$ cat config.mk
export PLATFORM = sky130hd
export DESIGN_NAME = digit_scan_ctrl_flat
export DESIGN_NICKNAME = d
export VERILOG_FILES = /design/src/rtl/digit_scan_ctrl_if.sv /design/src/rtl/digit_scan_ctrl.sv /design/src/flat_wrapper.sv
export SDC_FILE = /design/constraint.sdc
export NUM_CORES = 1
export LEC_CHECK = 0
export ABC_AREA = 1
export CORE_MARGIN = 3
export CORE_UTILIZATION = 40
export DETAILED_ROUTE_END_ITERATION = 10
export GPL_TIMING_DRIVEN = 0
export PLACE_DENSITY_LB_ADDON = 0.25
export SKIP_CTS_REPAIR_TIMING = 1
export SYNTH_ARGS = -nofsm -noshare
export SYNTH_HDL_FRONTEND = slang
export SYNTH_SLANG_ARGS = --single-unit
$ cat constraint.sdc
create_clock -name clk -period 1.9 [get_ports clk]
set_clock_uncertainty 0.15 [all_clocks]
set_input_delay 0.475 -clock clk [delete_from_list [all_inputs] [get_ports clk]]
set_output_delay 0.475 -clock clk [all_outputs]
set_load 0.02 [all_outputs]
$ cat src/rtl/digit_scan_ctrl_if.sv
// digit_scan_ctrl_if: groups the scan controller's control inputs and decoder-facing outputs.
//   run   - level, 1 = scanning requested, 0 = stop/abort
//   mode  - 0 = continuous scan, 1 = single sweep
//   div   - dwell length minus one, in clk cycles
//   mask  - slot enable mask, bit i enables slot i
//   E     - active-high enable to the downstream 2-to-4 decoder
//   A     - slot select to the decoder, A[1] = MSB
//   busy  - high whenever the controller is not idle
//   done  - one-cycle pulse at completion of a single sweep
// master: the side driving run/mode/div/mask; slave: the controller.
interface digit_scan_ctrl_if #(
    parameter int unsigned DIV_WIDTH = 4
);
    logic                 run;
    logic                 mode;
    logic [DIV_WIDTH-1:0] div;
    logic [3:0]           mask;
    logic                 E;
    logic [1:0]           A;
    logic                 busy;
    logic                 done;

    modport master (
        output run, mode, div, mask,
        input  E, A, busy, done
    );

    modport slave (
        input  run, mode, div, mask,
        output E, A, busy, done
    );
endinterface

$ cat src/rtl/digit_scan_ctrl.sv
// digit_scan_ctrl: multiplexed-digit scan controller driving a 2-to-4 decoder.
// Steps through the enabled slots of a latched mask in ascending order, lighting each slot
// for div+1 cycles followed by one blanking cycle so the select never changes while lit.
// Ports:
//   clk   - sole clock, rising edge
//   rst_n - asynchronous active-low reset
//   bus   - digit_scan_ctrl_if slave modport (run, mode, div, mask in; E, A, busy, done out)
module digit_scan_ctrl #(
    parameter int unsigned DIV_WIDTH = 4
) (
    input logic              clk,
    input logic              rst_n,
    digit_scan_ctrl_if.slave bus
);

    typedef enum logic [1:0] {StIdle, StActive, StBlank} state_e;

    state_e               state_q, state_d;
    logic [3:0]           lmask_q, lmask_d;
    logic [1:0]           a_q, a_d;
    logic                 e_q, e_d;
    logic                 done_q, done_d;
    logic [DIV_WIDTH-1:0] cnt_q, cnt_d;
    logic [DIV_WIDTH-1:0] dwell_q, dwell_d;
    logic                 sweep_cplt;

    // Lowest set bit of m as {found, index}.
    function automatic logic [2:0] lowest_set(input logic [3:0] m);
        logic [2:0] r;
        r = 3'b000;
        if (m[0]) begin
            r = {1'b1, 2'd0};
        end else if (m[1]) begin
            r = {1'b1, 2'd1};
        end else if (m[2]) begin
            r = {1'b1, 2'd2};
        end else if (m[3]) begin
            r = {1'b1, 2'd3};
        end
        return r;
    endfunction

    // Bits of m strictly above position cur.
    function automatic logic [3:0] bits_above(input logic [3:0] m, input logic [1:0] cur);
        logic [3:0] r;
        r = 4'b0000;
        unique case (cur)
            2'd0: r = m & 4'b1110;
            2'd1: r = m & 4'b1100;
            2'd2: r = m & 4'b1000;
            2'd3: r = 4'b0000;
            default: r = 4'b0000;
        endcase
        return r;
    endfunction

    logic [2:0] first_slot;
    logic [2:0] next_slot;

    always_comb begin
        first_slot = lowest_set(bus.mask);
        next_slot  = lowest_set(bits_above(lmask_q, a_q));
    end

    // State and datapath registers.
    always_ff @(posedge clk or negedge rst_n) begin
        if (!rst_n) begin
            state_q <= StIdle;
            lmask_q <= 4'b0000;
            a_q     <= 2'b00;
            e_q     <= 1'b0;
            done_q  <= 1'b0;
            cnt_q   <= '0;
            dwell_q <= '0;
        end else begin
            state_q <= state_d;
            lmask_q <= lmask_d;
            a_q     <= a_d;
            e_q     <= e_d;
            done_q  <= done_d;
            cnt_q   <= cnt_d;
            dwell_q <= dwell_d;
        end
    end

    // Next-state and datapath update.
    always_comb begin
        state_d    = state_q;
        lmask_d    = lmask_q;
        a_d        = a_q;
        cnt_d      = cnt_q;
        dwell_d    = dwell_q;
        sweep_cplt = 1'b0;

        unique case (state_q)
            StIdle: begin
                if (bus.run && (bus.mask != 4'b0000)) begin
                    lmask_d = bus.mask;
                    a_d     = first_slot[1:0];
                    cnt_d   = '0;
                    dwell_d = bus.div;
                    state_d = StActive;
                end
            end

            StActive: begin
                if (!bus.run) begin
                    cnt_d   = '0;
                    state_d = StIdle;
                end else if (cnt_q == dwell_q) begin
                    // Stop counting at the sampled dwell; the counter never wraps.
                    cnt_d   = '0;
                    state_d = StBlank;
                end else begin
                    cnt_d = cnt_q + 1'b1;
                end
            end

            StBlank: begin
                if (!bus.run) begin
                    state_d = StIdle;
                end else if (next_slot[2]) begin
                    a_d     = next_slot[1:0];
                    cnt_d   = '0;
                    dwell_d = bus.div;
                    state_d = StActive;
                end else if (bus.mode) begin
                    state_d    = StIdle;
                    sweep_cplt = 1'b1;
                end else begin
                    // Continuous mode: re-latch the mask; an empty mask ends scanning quietly.
                    lmask_d = bus.mask;
                    if (first_slot[2]) begin
                        a_d     = first_slot[1:0];
                        cnt_d   = '0;
                        dwell_d = bus.div;
                        state_d = StActive;
                    end else begin
                        state_d = StIdle;
                    end
                end
            end

            default: begin
                state_d = StIdle;
            end
        endcase
    end

    // Registered-output next values and the state decode for busy.
    always_comb begin
        e_d      = (state_d == StActive);
        done_d   = sweep_cplt;
        bus.busy = (state_q != StIdle);
        bus.E    = e_q;
        bus.A    = a_q;
        bus.done = done_q;
    end

endmodule

$ cat src/flat_wrapper.sv
// flat-port wrapper written by rule: the top's interface ports become plain ports
module digit_scan_ctrl_flat 
#(
    parameter int unsigned DIV_WIDTH = 4
)
  (clk, rst_n, bus_run, bus_mode, bus_div, bus_mask, bus_E, bus_A, bus_busy, bus_done);
  digit_scan_ctrl_if #(.DIV_WIDTH(DIV_WIDTH)) bus_i ();
  input logic clk;
  input logic rst_n;
  input wire logic [$bits(bus_i.run)-1:0] bus_run;
  input wire logic [$bits(bus_i.mode)-1:0] bus_mode;
  input wire logic [$bits(bus_i.div)-1:0] bus_div;
  input wire logic [$bits(bus_i.mask)-1:0] bus_mask;
  output wire logic [$bits(bus_i.E)-1:0] bus_E;
  output wire logic [$bits(bus_i.A)-1:0] bus_A;
  output wire logic [$bits(bus_i.busy)-1:0] bus_busy;
  output wire logic [$bits(bus_i.done)-1:0] bus_done;
  assign bus_i.run = bus_run;
  assign bus_i.mode = bus_mode;
  assign bus_i.div = bus_div;
  assign bus_i.mask = bus_mask;
  assign bus_E = bus_i.E;
  assign bus_A = bus_i.A;
  assign bus_busy = bus_i.busy;
  assign bus_done = bus_i.done;
  digit_scan_ctrl #(.DIV_WIDTH(DIV_WIDTH)) u_core (.clk(clk), .rst_n(rst_n), .bus(bus_i));
endmodule
Word level (Yosys, flattened, before mapping). Index checks and enable logic that the tools add are counted.

Register bits after elaboration: 18. Bits of input ports: 12. Output and inout port bits: 5. Logic and storage cells: 77.

$add $sub $neg: 1. Equality and inequality tests: 13. Muxes and demuxes: 46. Reduce and logical (&&, ||, !) cells: 10.

Operators by type and width (number): $mux 4 (16); $mux 3 (8); $mux 2 (11); $pmux 4 s2 (2); $pmux 4 s4 (1); $reduce_and 5->1 (3); $pmux 4 s3 (1); $eq 2x1->1 const B (3); $eq 2x2->1 const B (3); $ne 2x2->1 const B (3); $pmux 2 s3 (1); $mux 1 (5); $add 4x1->4 const B (1); $eq 4x4->1 (1); $logic_not 2->1 (2); $pmux 2 s2 (1); $reduce_bool 2->1 (2); $reduce_bool 4->1 (1); $ne 3x1->1 const B (1); $ne 3x2->1 const B (1); $reduce_bool 3->1 (1); $ne 2x1->1 const B (1); $logic_and 1x1->1 (1).

Logic depth before layout (Yosys ltp). Gate-level depths: netlist (run 1).

Depth in word-level cells: 10. Depth in mapped cells: 9. Mapped depth without buffers: 9.

Worst setup path after synthesis (run 1). Ideal clock, no wire load.

Path type: reg2reg. Start: register u_core.a_q[1], in the netlist u_core.bus.A[1]. End: register u_core.a_q[1], in the netlist u_core.bus.A[1]. Setup time: 0.117 ns. Arrival time: 1.180 ns. Required time: 1.633 ns. Path slack: 0.453 ns. Cell stages (with the launch flop): 10. Path buffers: 0. Period minus slack after synthesis: 1.447 ns. Cell sequence: dfrtp_1 nand2_1 nand2_2 nand2_2 nor2_1 nand2_1 nand2_4 nand2_4 nand2_1 nand2_1.

Word-level cells in the longest chain between the ends: 9. Elaborated cells between the ends (all ways): 15. Those cells by class: eq/ne: 5; mux: 8; reduce/logical: 2.

Ends and longest elaborated chain: start, declared (RTL line digit_scan_ctrl.sv:20) `logic [1:0] a_q, a_d;`; start signal, assigned (RTL line digit_scan_ctrl.sv:70) `a_q <= 2'b00;`; start signal, assigned (RTL line digit_scan_ctrl.sv:78) `a_q <= a_d;`; $eq 2x2->1, or another cell as far along (RTL line digit_scan_ctrl.sv:47) `unique case (cur)`; $pmux 4 s4 * (RTL line digit_scan_ctrl.sv:47); $mux 3 (RTL line digit_scan_ctrl.sv:37) `end else if (m[3]) begin`; $mux 3 (RTL line digit_scan_ctrl.sv:35) `end else if (m[2]) begin`; $mux 3 * (RTL line digit_scan_ctrl.sv:33) `end else if (m[1]) begin`; $mux 3 * (RTL line digit_scan_ctrl.sv:31) `if (m[0]) begin`; $mux 2 (RTL line digit_scan_ctrl.sv:122) `end else if (next_slot[2]) begin`; $mux 2 (RTL line digit_scan_ctrl.sv:120) `if (!bus.run) begin`; $pmux 2 s2 (RTL line digit_scan_ctrl.sv:95) `unique case (state_q)`.

Mark *: on every way between the ends. The rest lies on a longest branch, timed or not. The select of a mux whose other input is x is not followed. A chain may end at the register's enable or synchronous reset.

Final worst setup path (run 1).
Start: register u_core.done_q, in the netlist u_core.bus.done. End: output bus_done.

RTL lines: start, declared (RTL line digit_scan_ctrl.sv:22) `logic done_q, done_d;`; start signal, assigned (RTL line digit_scan_ctrl.sv:80) `done_q <= done_d;`; end, declared (RTL line flat_wrapper.sv:17) `output wire logic [$bits(bus_i.done)-1:0] bus_done;`.

No word-level cell between the ends.

==> results_dict.tcl, run 1 <==
set metrics [dict create \
    fin_nets 164 \
    ys_seq_area_share_pct 42.13 \
    fp.dieArea_mm2 0.003163 \
    final_antenna_net_count 0 \
    finalHoldViolCount 0 \
    multi_input_area_um2 540.5 \
    p_per_area_mw_per_mm2 1214 \
    fmax_mhz 542.4 \
    gp_congestion 0.8384 \
    drc 0 \
    ys_top_cells_by_area "dfrtp_1 (42%), nand2_1 (16%), nand3_1 (7.4%)" \
    seq_area_um2 426.7 \
    power.total_mw 1.512 \
    irDropWorstVdd_mv 0.6886 \
    tightestPinTransition_ns 0.7515 \
    clk_pin_slew_ns 0.09 \
    post-route-period-util_pct 97.04 \
    required_ns 1.27 \
    status "finished, final reports clean" \
    critPathLaunchType "register" \
    cts_tree "done" \
    antenna_cells 0 \
    drt_iter0_markers 15 \
    maxCapViolCount 0 \
    netlist_area_mm2 0.001010 \
    p_leak_nw 0.6919 \
    dp_hpwl_mm 1.573 \
    layout-drive-gt1-share_pct 16.00 \
    path_delay_family "buffers and inverters" \
    fin_setup_tns_ns 0 \
    cp_max_fo 1 \
    cts_max_level 1 \
    cts_root_buffer "clkbuf_4" \
    rsz0062_at_grt "false" \
    dieWidth_um 56.24 \
    grt_pass1_wl_mm 3.519 \
    wire_per_inst_um 10.97 \
    finalCriticalPeriod_ns 1.844 \
    avgSynthCellArea_um2 7.767 \
    grt_max_degree 18 \
    std_cell_rows 17 \
    numPortBuffers 16 \
    synth_flop_cell "dfrtp_1" \
    synth_top_area_share_pct 42.13 \
    yosysMostFrequentCell "nand2_1" \
    cts_inserted_buffers 3 \
    grt_usage_pct 14.09 \
    wl_mm 1.953 \
    cts_sinks 17 \
    synth_common_cells "nand2_1 (43), dfrtp_1 (17), nand3_1 (15), inv_1 (9), nor2_1 (9)" \
    slew_violations 0 \
    async_flop_share_pct 100.0 \
    hold_class "reg -> reg" \
    placedCellCount 174 \
    clkLatencyLatePin_ns 0.29 \
    path_cells "clkdlybuf4s50_1" \
    path_buf_inv 1 \
    overflow 0 \
    synth.largest_area_cell "dfrtp_1" \
    drt_pass1_iterations 4 \
    antenna_found_initial 0 \
    relSlewSlack_pct 49.74 \
    clockBufferDepth 2 \
    cp.arrival_ns 1.22 \
    initial_core_util_pct 43.95 \
    finalSetupViolCount 0 \
    crit_slowest_cell "clkdlybuf4s50_1" \
    synthCells 130 \
    crit_path_end_kind "output pin" \
    boundaryPins 17 \
    synth_edf_count 0 \
    hold_slack_ns 0.3378 \
    fin_cells 178 \
    synth_nets 143 \
    synth-seq-cells 17 \
    area_growth_pct 23.30 \
    crit_type "reg -> out" \
    crit_path_max_incr_delay_ns 0.59 \
    grt_pass1_vias 814 \
    num_vias 861 \
    synth_cell_types 23 \
    fill_cells 225 \
    coreArea_mm2 0.002297 \
    routed_via_density 4.837 \
    die_h_um 56.24 \
    yosys_warnings 0 \
]
-- placed cells by master (no fill, tap or decap), types with 3 or more instances in the layout --
cell	count
nand2_1	43
inv_1	9
dfrtp_1	16
nand2_2	6
inv_2	4
clkdlybuf4s50_1	13
dlymetal6s2s_1	3
nand3_1	15
clkbuf_4	3
nor2_4	3
nor2_1	9
xor2_1	6
-- flip-flops by register name, summed over array words and instances (netlist names) --
name	cells
u_core.bus.done	1
u_core.cnt_q	4
u_core.lmask_q	3
u_core.bus.A	2
u_core.state_q	2
u_core.dwell_q	4
u_core.bus.E	1
-- kinds of logic (layout without fill, tap and decap cells) --
kind of cell / after synthesis / in the layout / share of synthesized area [%]
compound gates: 6 / 6 / 3.594
xor+xnor: 6 / 6 / 5.204
fa+ha+maj: 1 / 1 / 1.239
buf+inv: 13 / 33 / 4.832
flops: 17 / 17 / 42.13
simple gates: 87 / 87 / 43.00
-- worst paths after layout --
path | from | end | slack, ns | cells past startpoint
worst max-delay path | u_core.bus.done | bus_done | 0.06 | 1
worst min-delay path | u_core.lmask_q[1] | u_core.lmask_q[1] | 0.34 | 2
worst max register to register | u_core.bus.A[1] | u_core.dwell_q[3] | 0.45 | 9
worst min register to register | u_core.lmask_q[1] | u_core.lmask_q[1] | 0.34 | 2
max in group asynchronous | rst_n | u_core.state_q[1] | 0.61 | 1
min in group asynchronous | rst_n | u_core.bus.done | 0.47 | 1
-- final cells by class --
| class | count | share of cell area [%] |
|---|---|---|
| Timing Repair Buffer | 16 | 13.47 |
| Sequential cell | 17 | 34.27 |
| Tap cell | 28 | 2.814 |
| Clock buffer | 4 | 2.111 |
| Inverter | 13 | 3.920 |
| Multi-Input combinational cell | 100 | 43.42 |
-- power by group --
part,switching [mW],leakage (nW),internal [mW]
Sequential,0.125,0.218,0.494
Clock,0.109,0.0150,0.0817
Combinational,0.415,0.459,0.287
Total,0.649,0.692,0.863
-- per-stage QoR --
step           worst slack (ns)  area [µm²]  utilization [%]
3_5_place_dp            -0.1734        1205            52.45
5_1_grt                0.009321        1245            54.19
4_1_cts                 -0.3374        1231            53.59
6_report                0.05617        1245            54.19
2_1_floorplan            0.4533        1010                -
3_3_place_gp            -0.1364        1205            52.45
-- layer usage --
metal	wire length (µm)	global-route usage [%]	up-vias
met5	0	0	-
met4	38	7.458	0
met3	106	3.480	5
met2	858	20.87	20
met1	950	18.79	380
li1	-	-	456
Power figures use the tool's default switching activity.
==> run 2, diff against run 1 <==
==> constraint.sdc (replaced) <==
create_clock -name clk -period 2.2 [get_ports clk]
set_clock_uncertainty 0.15 [all_clocks]
set_input_delay 0.55 -clock clk [delete_from_list [all_inputs] [get_ports clk]]
set_output_delay 0.55 -clock clk [all_outputs]
set_load 0.02 [all_outputs]
==> run 2 against run 1 <==
  * Clock power down 14%
  * Final cell count unchanged
  * Die area unchanged
  * Total power down 13%
  * Critical path depth unchanged
  * Register-to-register slack better by 0.29 ns
  * Via count up 0.58%
  * Flip-flop and latch count unchanged
  * Largest power group unchanged
  * Highest routed layer unchanged
==> results_dict.tcl, run 2 (synthesis results as in run 1) <==
set metrics [dict create \
    status "finished, final reports clean" \
    rsz0062_at_grt "false" \
    critPathLaunchType "register" \
    crit_type "reg -> out" \
    reg2reg_slack_ns 0.74 \
    clkLatencyLatePin_ns 0.29 \
    antenna_cells 0 \
    drc 0 \
    wire_per_inst_um 11.02 \
    fin_ws_ns 0.1760 \
    relSlewSlack_pct 49.72 \
    finalCriticalPeriod_ns 2.024 \
    boundaryPins 17 \
    cp_max_fo 4 \
    cts_inserted_buffers 3 \
    grt_usage_pct 14.09 \
    coreArea_mm2 0.002297 \
    cp.arrival_ns 1.32 \
    fin_nets 164 \
    finalHoldViolCount 0 \
    fp.dieArea_mm2 0.003163 \
    path_delay_family "buffers and inverters" \
    fin_cells 178 \
    crit_slowest_cell "clkdlybuf4s50_1" \
    initial_core_util_pct 43.95 \
    area_growth_pct 22.80 \
    dieWidth_um 56.24 \
    utilization_pct 53.98 \
    wl_mm 1.962 \
    std_cell_rows 17 \
    placedCellCount 174 \
    cts_tree "done" \
    p_per_area_mw_per_mm2 1057 \
    slew_violations 0 \
    required_ns 1.50 \
    cp-startpoint "u_core.bus.A[1]" \
    die_h_um 56.24 \
    r2r-start "u_core.bus.A[1]" \
    routed_via_density 4.865 \
    grt_pass1_wl_mm 3.519 \
    tightestPinTransition_ns 0.7519 \
    hold_slack_ns 0.3380 \
    top_regs "u_core.cnt_q: 4 flops, u_core.dwell_q: 4 flops, u_core.lmask_q: 3 flops" \
    maxCapViolCount 0 \
    clockBufferDepth 2 \
    multi_input_area_um2 540.5 \
    cts_sinks 17 \
    antenna_found_initial 0 \
    final_cell_mix "nand2_1 (43), dfrtp_1 (16), nand3_1 (15), clkdlybuf4s50_1 (15)" \
    path_buf_inv 1 \
    preCtsSetupSlack_ns 0.05157 \
    seq_area_um2 426.7 \
    path_cells "clkdlybuf4s50_1" \
    numPortBuffers 16 \
    gp_congestion 0.8384 \
    overflow 0 \
    grt_pass1_vias 814 \
    fill_cells 225 \
    hold_class "reg -> reg" \
    crit_path_max_incr_delay_ns 0.62 \
    dp_hpwl_mm 1.573 \
    cts_max_level 1 \
    final_antenna_net_count 0 \
    fmax_mhz 494.1 \
    drt_iter0_markers 15 \
    layout_commonest_cell "nand2_1" \
    crit_path_end_kind "output pin" \
    grt_max_degree 18 \
    fin_setup_tns_ns 0 \
    finalSetupViolCount 0 \
    clk_pin_slew_ns 0.09 \
    p_leak_nw 0.6626 \
    layout-drive-gt1-share_pct 16.00 \
    drt_pass1_iterations 4 \
    num_vias 866 \
    irDropWorstVdd_mv 0.5959 \
    hp-start "u_core.lmask_q[1]" \
    post-route-period-util_pct 92.00 \
    cts_root_buffer "clkbuf_4" \
]
-- run 2: cell type report --
| class | count | area share, % |
|---|---|---|
| clock buffers | 4 | 2.119 |
| well taps | 28 | 2.825 |
| flip-flops and latches | 17 | 34.41 |
| multi-input cells | 100 | 43.59 |
| repair buffers | 16 | 13.12 |
| inverters | 13 | 3.935 |
-- run 2: power by group --
part / switching (mW) / leakage (nW) / internal, mW
clock network: 0.0943 / 0.0150 / 0.0705
registers: 0.109 / 0.218 / 0.427
logic: 0.359 / 0.430 / 0.251
total: 0.562 / 0.663 / 0.748
-- run 2: metal layers --
metal	vias up	track usage, %	wire, µm
met5	-	0	0
met4	0	7.458	38
met3	5	3.480	112
met2	21	20.87	875
met1	385	18.79	936
li1	455	-	-
-- run 2: final timing paths --
path,to,cells after the start
min,u_core.lmask_q[1],2
min reg2reg,u_core.lmask_q[1],2
max in group asynchronous,u_core.state_q[1],1
max reg2reg,u_core.bus.A[1],9
min in group asynchronous,u_core.bus.done,1
max,bus_A[1],1
-- run 2: through the flow --
step                      cell area, µm²  power, mW
final                               1240      1.310
after global routing                1240      1.434
after CTS                           1231      1.320
after detailed placement            1205      1.156
after global placement              1205      1.134
after floorplan                     1010     0.9624
==> run 3, diff against run 2 <==
--- a/config.mk
+++ b/config.mk
@@ -10,7 +10,6 @@
 export CORE_UTILIZATION = 40
 export DETAILED_ROUTE_END_ITERATION = 10
 export GPL_TIMING_DRIVEN = 0
-export PLACE_DENSITY_LB_ADDON = 0.25
 export SKIP_CTS_REPAIR_TIMING = 1
 export SYNTH_ARGS = -nofsm -noshare
 export SYNTH_HDL_FRONTEND = slang
==> run 3 against run 2 <==
  * Die area unchanged
  * Register-to-register slack about the same
  * Clock power increased by 5%
  * Core utilization increased by 0.055 points
  * Combinational power increased by 2%
  * Worst setup slack improved by 0.0041 ns
  * Flip-flop and latch count unchanged
  * Total power increased by 1.7%
  * Final cell count unchanged
  * Maximum frequency increased by 0.20%
  * Count of clock-buffer cells in the layout decreased by 1
  * Routed wire length increased by 11%
  * Highest routed layer unchanged
==> results_dict.tcl, run 3 (synthesis results as in run 1) <==
set metrics [dict create \
    initial_core_util_pct 43.95 \
    crit_path_end_kind "output pin" \
    finalSetupViolCount 0 \
    status "finished, final reports clean" \
    power.total_mw 1.333 \
    drt_pass1_iterations 4 \
    final_cell_mix "nand2_1 (43), dfrtp_1 (16), nand3_1 (15), clkdlybuf4s50_1 (15)" \
    top_regs "u_core.cnt_q: 4 flops, u_core.dwell_q: 4 flops, u_core.lmask_q: 3 flops" \
    reg2reg_depth 9 \
    tightestPinTransition_ns 0.7984 \
    routed_via_density 4.921 \
    final_antenna_net_count 0 \
    maxCapViolCount 0 \
    overflow 0 \
    min_to "u_core.lmask_q[1]" \
    r2r-start "u_core.bus.A[1]" \
    boundaryPins 17 \
    cp-startpoint "u_core.bus.A[1]" \
    hold_path_depth 2 \
    wire_per_inst_um 12.20 \
    hold_class "reg -> reg" \
    num_vias 876 \
    area_growth_pct 22.92 \
    fmax_mhz 495.1 \
    clkLatencyLatePin_ns 0.29 \
    finalHoldViolCount 0 \
    r2r_end "u_core.bus.A[1]" \
    dieWidth_um 56.24 \
    slew_violations 0 \
    antenna_found_initial 0 \
    fin_cells 178 \
    wl_mm 2.172 \
    relSlewSlack_pct 46.61 \
    reg2reg_slack_ns 0.74 \
    irDropWorstVdd_mv 0.8950 \
    gp_congestion 0.7159 \
    critPathLaunchType "register" \
    layout-drive-gt1-share_pct 16.67 \
    cts_sinks 17 \
    cts_tree "done" \
    post-route-period-util_pct 91.82 \
    rsz0062_at_grt "false" \
    path_delay_family "buffers and inverters" \
    numPortBuffers 16 \
    cp_max_fo 4 \
    hp-start "u_core.lmask_q[1]" \
    grt_pass1_wl_mm 3.684 \
    cts_max_level 1 \
    fp.dieArea_mm2 0.003163 \
    cts_root_buffer "clkbuf_4" \
    coreArea_mm2 0.002297 \
    std_cell_rows 17 \
    grt_usage_pct 14.81 \
    clockBufferDepth 2 \
    dp_hpwl_mm 1.684 \
    crit_slowest_cell "clkdlybuf4s50_1" \
    seq_area_um2 426.7 \
    die_h_um 56.24 \
    p_leak_nw 0.6654 \
    path_buf_inv 1 \
    path_cells "clkdlybuf4s50_1" \
    cts_inserted_buffers 3 \
    multi_input_area_um2 540.5 \
    hold_slack_ns 0.3395 \
    fin_nets 164 \
    p_per_area_mw_per_mm2 1074 \
    placedCellCount 174 \
    crit_type "reg -> out" \
    required_ns 1.50 \
    drc 0 \
    antenna_cells 0 \
    clk_pin_slew_ns 0.10 \
    drt_iter0_markers 12 \
    grt_max_degree 18 \
    crit_path_max_incr_delay_ns 0.62 \
    layout_commonest_cell "nand2_1" \
    grt_pass1_vias 854 \
    cp.arrival_ns 1.32 \
    fill_cells 229 \
    finalCriticalPeriod_ns 2.020 \
    fin_setup_tns_ns 0 \
]
run 3: how the worst max path moves through the flow:
stage,to,slack (ns),cells past startpoint
floorplan,u_core.bus.A[1],0.69,8
CTS,bus_busy,-0.13,3
finish,bus_A[1],0.18,1
global placement,u_core.bus.A[1],0.07,9
detailed placement,u_core.bus.A[1],0.04,9
global route,bus_A[1],0.1,1
run 3: power breakdown:
part	internal, mW	total (mW)	switching, mW
Combinational	0.251	0.620	0.369
Sequential	0.427	0.538	0.112
Clock	0.0677	0.174	0.107
run 3: worst min-delay path, stage by stage (launching register included):
cell and delay [ns]:
dfrtp_1 0.36, nand2_1 0.05, nand2_1 0.05
run 3: layout make-up:
cell class	instances	area share, %
clock buffers	3	1.815
clock inverters	1	0.4032
inverters	13	3.931
multi-input cells	100	43.55
flip-flops and latches	17	34.37
well taps	28	2.823
repair buffers	16	13.10
run 3: layer usage:
| metal | up-vias | global-route usage, % | share of wire (%) |
|---|---|---|---|
| met4 | 0 | 6.102 | 0.78 |
| met5 | - | 0 | 0 |
| met3 | 2 | 3.016 | 2.9 |
| met2 | 14 | 23.87 | 46 |
| li1 | 455 | - | - |
| met1 | 405 | 19.15 | 50 |
run 3: stage by stage:
| stage | area, µm² | utilization, % | setup slack (ns) |
|---|---|---|---|
| 2_1_floorplan | 1010 | - | 0.6869 |
| 3_3_place_gp | 1205 | 52.45 | 0.06961 |
| 3_5_place_dp | 1205 | 52.45 | 0.04319 |
| 4_1_cts | 1232 | 53.65 | -0.1264 |
| 5_1_grt | 1241 | 54.03 | 0.09803 |
| 6_report | 1241 | 54.03 | 0.1800 |
